--- src/rtl/ddr3_rd_sched.sv ---
// Round-robin scheduler moving 36-bit DDR3 read descriptors from NUM_REQ requesters into
// the shared read-descriptor FIFO, with per-requester credits, hold-off and optional ECM priority.
module ddr3_rd_sched #(
    parameter  int NUM_REQ    = 4,
    parameter  int MAX_OUTST  = 4,
    parameter  int CNT_W      = 3,
    parameter  int GAP_CYCLES = 2,
    parameter  int PRIO0      = 1,
    localparam int ID_W       = $clog2(NUM_REQ),
    localparam int DESC_W     = 36
) (
    input  logic                      clk,
    input  logic                      reset,
    input  logic [NUM_REQ-1:0]        req_valid,
    input  logic [DESC_W*NUM_REQ-1:0] req_desc,
    output logic [NUM_REQ-1:0]        req_ready,
    input  logic [NUM_REQ-1:0]        req_hold,
    input  logic [NUM_REQ-1:0]        req_done,
    input  logic                      rd_fifo_wfull,
    output logic                      rd_fifo_wreq,
    output logic [DESC_W-1:0]         rd_fifo_wdata,
    output logic [ID_W-1:0]           rd_grant_id,
    output logic                      sched_busy,
    output logic                      err_underflow
);

    typedef enum logic [1:0] {
        IDLE  = 2'd0,
        ISSUE = 2'd1,
        GAP   = 2'd2
    } state_t;

    state_t            state;
    logic [ID_W-1:0]   rr_ptr;
    logic [2:0]        gap_cnt;
    logic [CNT_W-1:0]  outst [NUM_REQ];
    logic [NUM_REQ-1:0] eligible;
    logic [ID_W-1:0]   win_id;
    logic              accept;
    logic              fifo_write;

    always_comb begin
        for (int i = 0; i < NUM_REQ; i++) begin
            eligible[i] = req_valid[i] & ~req_hold[i] & (outst[i] < CNT_W'(MAX_OUTST));
        end
    end

    // Requester 0 pre-empts the rotation when priority is enabled; otherwise search from rr_ptr.
    always_comb begin : pick_winner
        logic            found;
        logic [ID_W-1:0] idx;
        // NOTE: every combinational output gets a default first so no path leaves it unassigned (no latch).
        found  = 1'b0;
        win_id = '0;
        idx    = '0;
        if (PRIO0 != 0 && eligible[0]) begin
            found = 1'b1;
        end
        for (int k = 0; k < NUM_REQ; k++) begin
            idx = rr_ptr + ID_W'(k);
            if (!found && eligible[idx]) begin
                win_id = idx;
                found  = 1'b1;
            end
        end
    end

    assign accept        = (state == IDLE) && (|eligible) && !reset;
    assign req_ready     = accept ? (NUM_REQ'(1) << win_id) : '0;
    assign fifo_write    = (state == ISSUE) && !rd_fifo_wfull && !reset;
    assign rd_fifo_wreq  = fifo_write;
    assign sched_busy    = (state != IDLE);

    // NOTE: state registers use non-blocking assignments so every flop samples pre-edge values.
    always_ff @(posedge clk) begin
        if (reset) begin
            state         <= IDLE;
            rr_ptr        <= '0;
            gap_cnt       <= '0;
            rd_fifo_wdata <= '0;
            rd_grant_id   <= '0;
        end else begin
            case (state)
                IDLE: begin
                    if (accept) begin
                        rd_fifo_wdata <= req_desc[DESC_W*win_id +: DESC_W];
                        rd_grant_id   <= win_id;
                        state         <= ISSUE;
                    end
                end
                ISSUE: begin
                    if (fifo_write) begin
                        rr_ptr <= rd_grant_id + 1'b1;
                        if (GAP_CYCLES > 0) begin
                            state   <= GAP;
                            gap_cnt <= 3'(GAP_CYCLES - 1);
                        end else begin
                            state <= IDLE;
                        end
                    end
                end
                GAP: begin
                    if (gap_cnt == '0) begin
                        state <= IDLE;
                    end else begin
                        gap_cnt <= gap_cnt - 1'b1;
                    end
                end
                default: state <= IDLE;
            endcase
        end
    end

    // A done with no credit outstanding is flagged and ignored; an accept in the same cycle still counts.
    always_ff @(posedge clk) begin
        if (reset) begin
            // NOTE: the credit array is a handful of flops, not a RAM, so it is reset explicitly.
            for (int i = 0; i < NUM_REQ; i++) begin
                outst[i] <= '0;
            end
            err_underflow <= 1'b0;
        end else begin
            for (int i = 0; i < NUM_REQ; i++) begin
                if (req_done[i] && outst[i] == '0) begin
                    err_underflow <= 1'b1;
                    if (req_ready[i]) begin
                        outst[i] <= CNT_W'(1);
                    end
                end else if (req_ready[i] && !req_done[i]) begin
                    outst[i] <= outst[i] + 1'b1;
                end else if (!req_ready[i] && req_done[i]) begin
                    outst[i] <= outst[i] - 1'b1;
                end
            end
        end
    end

endmodule

--- config.mk ---
export PLATFORM = sky130hd
export DESIGN_NAME = ddr3_rd_sched
export DESIGN_NICKNAME = d
export VERILOG_FILES = /design/src/rtl/ddr3_rd_sched.sv
export SDC_FILE = /design/constraint.sdc
export NUM_CORES = 1
export LEC_CHECK = 0
export ABC_AREA = 1
export CAP_MARGIN = 20
export CORE_AREA = 2 2 109 111
export DETAILED_ROUTE_END_ITERATION = 7
export DIE_AREA = 0 0 111 113
export PLACE_DENSITY = 0.87
export SLEW_MARGIN = 10
export SYNTH_ARGS = -nofsm -noshare
export SYNTH_HDL_FRONTEND = slang
export SYNTH_SLANG_ARGS = --single-unit
export TNS_END_PERCENT = 50
--- constraint.sdc ---
create_clock -name clk -period 2.2 [get_ports clk]
set_input_delay 0.44 -clock clk [delete_from_list [all_inputs] [get_ports clk]]
set_output_delay 0.44 -clock clk [all_outputs]
set_load 0.02 [all_outputs]
# [Word level (Yosys, flattened, before mapping)]
# Memory sizes are Yosys's and may differ from the RTL's.
# Cells that the tools add are included.
[totals] regBits=46 ram_bits=12 inputBits=159 output_inout_bits=45 elab_cells=203 mem_count=1
[op_classes] addsub=13 mul=1 magnitude_cmp=8 eq_ne=6 shift=2 n_mux=94 n_bitwise=24 reduce_logical=48
[memory_table] memory="outst" depth=4 word_bits=3 read_ports=4 rd_clocked_by_memory_dff=0 wr=4 line="36" rtl="logic [CNT_W-1:0] outst [NUM_REQ];"
[op_table] operator="144-bit by 9-bit indexed part select with 36-bit output" n=1
[op_table] operator="1-bit 2-to-1 mux" n=66
[op_table] operator="3-bit 2-to-1 mux" n=14
[op_table] operator="1-bit logical AND" n=20
[op_table] operator="3-bit zero test" n=5
[op_table] operator="3-bit by 1-bit subtractor with 3-bit output (second input constant)" n=5
[op_table] operator="1-bit zero test" n=14
[op_table] operator="2-bit 2-to-1 mux" n=7
[op_table] operator="3-bit by 1-bit adder with 3-bit output (second input constant)" n=4
[op_table] operator="2-bit by 3-bit < comparator with 1-bit output (second input constant)" n=4
[op_table] operator="3-bit < comparator (second input constant)" n=4
[op_table] operator="1-bit bitwise OR" n=12
[op_table] operator="1-bit bitwise AND" n=8
[op_table] operator="1-bit binary-select mux with 2-bit select" n=4
[op_table] operator="2-bit inequality test (second input constant)" n=4
[op_table] operator="4-bit by 2-bit multiplier with 6-bit output (first input constant)" n=1
[op_table] operator="2-bit case mux with 3 select lines" n=1
[op_table] operator="3-bit case mux with 2 select lines" n=1
[op_table] operator="3-bit AND reduction" n=2
[op_table] operator="2-bit by 1-bit adder with 2-bit output (second input constant)" n=2
[op_table] operator="2-bit adder (second input constant)" n=2
[op_table] operator="4-bit 2-to-1 mux" n=1
[op_table] operator="1-bit NOT" n=4
[op_table] operator="2-bit AND reduction" n=2
[op_table] operator="7 further kinds" n=8

# [Logic depth before layout (Yosys ltp)]
[depth] ltp_word=26 depth_mapped=17 ltp_nobuf=16

# [Worst setup path before layout]
# Ideal clock, no wire load.
[synth_timing] path_kind="input -> register" from="in req_hold[0]" to="mem outst[3][0] (enable)" setup_time_ps=309 t_arrival_ps=1899 required_ps=1891 setup_slack_ps=-8 stages=13 path_buffers=1 path_cell_list="nand3b_2 > nand2_1 > nand2_1 > nand2_1 > nand3_1 > nor2_1 > nand3_1 > inv_2 > nor2_4 > buf_6 > nor2_4 > nand2_1 > nand4_1"
[synth_rtl] item="start, declared" line="17" rtl="input logic [NUM_REQ-1:0] req_hold,"
[synth_rtl] item="end, declared" line="36"

# [Worst setup path in the final report]
[layout_timing] from="reg rr_ptr[1]" to="out req_ready[3]"
[layout_between] elab_chain_len=15 word_cells_on_any_way=27 cone_classes="add/sub (3); shift (1); mux (16); reduce/logical (7)"
[layout_lines] item="start, declared" line="34" rtl="logic [ID_W-1:0] rr_ptr;"
[layout_lines] item="start signal, assigned" line="93" rtl="rr_ptr <= rd_grant_id + 1'b1;"
[layout_lines] item="parallel branches: the longest is 12 deep, another holds 2-bit by 1-bit adder with 2-bit output"
[layout_lines] item="2-bit 2-to-1 mux (*)" line="61" rtl="if (!found && eligible[idx]) begin"
[layout_lines] item="1-bit by 2-bit left shift with 4-bit output (*)" line="69" rtl="assign req_ready = accept ? (NUM_REQ'(1) << win_id) : '0;"
[layout_lines] item="4-bit 2-to-1 mux (*)" line="69"
[layout_lines] item="end, declared" line="16" rtl="output logic [NUM_REQ-1:0] req_ready,"
# Mark *: on every way between the ends. The select of a mux whose other input is x is not followed.

==> impl_metrics.yaml <==
run_status:
  status: "complete, but fails checks"
  violations: "setup timing"
die:
  die_y_um: 113
  die_w_um: 111
  io_pins: 204
  start_util: 0.376
  die-area_um2: 12500
  rows: 39
  coreArea_um2: 11300
cells_and_area:
  final_cell_mix: "266 x nand2_1, 190 x clkdlybuf4s50_1, 61 x nand3_1"
  n_antenna_cell: 0
  synthToLayoutAreaGrowth_pct: 94.2
  final_common_cell: "nand2_1"
  register_area_um2: 1290
  final_cells: 1137
  nets: 1162
  post_route_cells_drive_above_1_share: 0.259
  fillers: 785
  multi_input_area_um2: 3180
  design_area_um2: 8240
route:
  avgRoutedWirePerCell_um: 16.6
  drc: 0
  vias: 5842
  viasPerCell: 5.14
  drt_iter0_drc: 392
  antenna_left: 0
  drt_first_pass_iters: 5
  routed_wirelength_mm: 18.9
placed_design:
  placed_area_um2: 6690
  dp_hpwl_mm: 10.5
  place_congestion: 0.871
  numPortBuffers: 203
  place_inst: 1076
run:
  cap_violations: 0
setup_path:
  crit_slowest_cell: "dfxtp_2"
  crit_family: "simple AND/OR/NAND/NOR gates"
  rr_endpoint: "rd_fifo_wdata[27]"
  worstRegToRegCells: 18
  end_kind: "output port"
  r2r_setup_slack_ps: -430
  max_stage_delay_ps: 450
  crit_path_start_kind: "flop"
  crit_type: "flop to output port"
  path_buf_inv: 3
  cp_cell_sequence: "xor2_2 -> buf_4 -> nand2_1 -> nand2_1 -> nand4_1 -> buf_4 -> nand3_4 -> nand2_2 -> nor2_4 -> buf_6"
  path_max_fanout: 4
  arrival_ps: 2240
  worstPathRequired_ps: 1760
  r2r-start: "outst[1][2]"
clock_network:
  cts.root.buffer_cell: "clkbuf_16"
  clock_latency_ps: 320
  hold_buffers: 0
  clkTransAtPathRegs_ps: 60
  cts_buffer_depth: 2
  cts-buffers-inserted: 9
  htreeDepth: 3
  cts_tree: "yes"
  clock_sinks: 58
pwr:
  swShare: 0.410
  pwr-share-clk: 0.200
  powerDensity_nw_per_um2: 854
  power.leakage_nw: 3.96
  share_seq_of_total_power: 0.207
  ir_worst_vdd_v: 0.000461
  pwr-share-comb: 0.593
  p_int_mw: 4.15
  p_sw_mw: 2.88
logic_synthesis:
  yosys_warnings: 0
  synth.cell_area_um2: 4240
  syn_avg_cell_area_um2: 5.94
  synth_fp_nets: 887
  synth.distinct_cells: 29
  ys_ff_latch: 58
  syn_inst: 714
  ys_seq_area_frac: 0.302
timing:
  fin_skew_ps: 10.2
  post-route-period-util: 1.22
  slew_violations: 0
  setup_viol: 64
  hold_viol: 0
  slew-limit-headroom: 0.728
  post-route-min-period_ps: 2680
  rsz0062_at_grt: "yes"
  max_freq_ghz: 0.373
  postLayoutSetupSlackWorst_ps: -478
  tightestPinTransition_ps: 404
hold_path:
  hold_class: "flop to flop"
  min_from: "rd_fifo_wdata[11]"
  hold_end: "rd_fifo_wdata[11]"
  hold_depth: 2
global_route:
  grt_pass1_wl_mm: 25.7
  grt.overflow.total: 0
  first_global_vias: 5631
  grt_max_degree: 31
  grtUsageTotal: 0.250
  antenna_found_initial: 0
-- tightest hold or removal path, stage by stage (launching register included) --
cell and delay (ps):
dfxtp_1 310, nand2_1 60, nand2_1 40
-- timing repair --
action	4_1_cts	5_1_grt
endpoints found under the setup margin	64	66
gates resized for setup	92	150
buffers inserted	17	23
pin swaps	32	81
cloned	4	5
-- layout make-up --
type | count | area share
clock buffer | 11 | 0.0321
clock inverter | 5 | 0.00425
inverter | 58 | 0.0264
multi-input combinational | 564 | 0.387
sequential | 58 | 0.156
tap | 143 | 0.0217
timing repair buffer | 297 | 0.372
timing repair inverter | 1 | 0.000912
-- sequential cells by signal (all words and copies together), names as in the netlist --
signal and flops:
gap_cnt 3, err_underflow 1, outst 12, rr_ptr 2, state 2, rd_grant_id 2
rd_fifo_wdata 36
-- cells in the mapped netlist --
cell        n  area share
ha_1       14       0.041
buf_2      12       0.014
edfxtp_1   12       0.085
nand2_2     1      0.0015
buf_6       4       0.011
o211ai_1    1      0.0018
a211oi_1    1      0.0018
xnor2_1     9       0.019
o21ai_1     4      0.0047
nand2_1   338        0.30
nor2_2      2      0.0030
o21ai_0     9       0.011
buf_4       6       0.011
or2_1       2      0.0030
nor3_1      6      0.0071
clkinv_1    1     0.00088
dfxtp_1    46        0.22
nor2_1     64       0.057
nand3_1    84       0.099
inv_2       4      0.0035
nor2_4      4       0.011
inv_1      53       0.047
nand3b_2    1      0.0027
nand4_1     6      0.0089
xor2_1      2      0.0041
o22ai_1     4      0.0059
clkbuf_1   12       0.011
nand3_2     5       0.012
a21oi_1     7      0.0083
-- power by group through the flow --
stage / Combinational [mW] / Clock [mW] / Sequential [mW]
after floorplan: 1.50 / 0 / 1.66
after global placement: 2.80 / 0 / 1.45
after detailed placement: 2.85 / 0 / 1.46
after CTS: 3.36 / 1.42 / 1.44
after global routing: 4.45 / 1.48 / 1.48
final: 4.17 / 1.41 / 1.46
-- per-layer routing --
layer	share of wire	GRT usage
met5	0	0
met4	0.043	0.129
met3	0.071	0.0573
met2	0.52	0.467
met1	0.36	0.262
-- logic make-up (layout without fill, tap and decap cells) --
kind of cell | Yosys count | count (layout) | share of synthesized area
buf+inv | 92 | 372 | 0.0974
xor+xnor | 11 | 11 | 0.0227
fa+ha+maj | 14 | 14 | 0.0413
simple gates | 513 | 513 | 0.503
compound gates | 26 | 26 | 0.0330
flops | 58 | 58 | 0.302
-- per-stage QoR --
stage                     setup slack, ps  hold slack (ps)  power [mW]  setup TNS (ps)   util
after CTS                            -273              451        6.22           -6150  0.662
final                                -478              450        7.03          -17850  0.731
after detailed placement             -971              440        4.31          -38920  0.593
after global placement               -917              436        4.26          -34430  0.593
after floorplan                      1.37              423        3.16               0      -
after global routing                 -542              469        7.41          -23130  0.731
-- how the worst max path moves through the flow --
stage	start	endpoint	slack (ps)	cells past startpoint
CTS	outst[0][2]	req_ready[0]	-270	12
floorplan	req_hold[0]	outst[1][0]	1	13
finish	rr_ptr[1]	req_ready[3]	-480	10
global route	rr_ptr[1]	req_ready[3]	-540	10
detailed placement	req_hold[0]	req_ready[3]	-970	13
global placement	req_hold[0]	req_ready[2]	-920	12
Note: power is estimated with default switching activity, not from simulation.
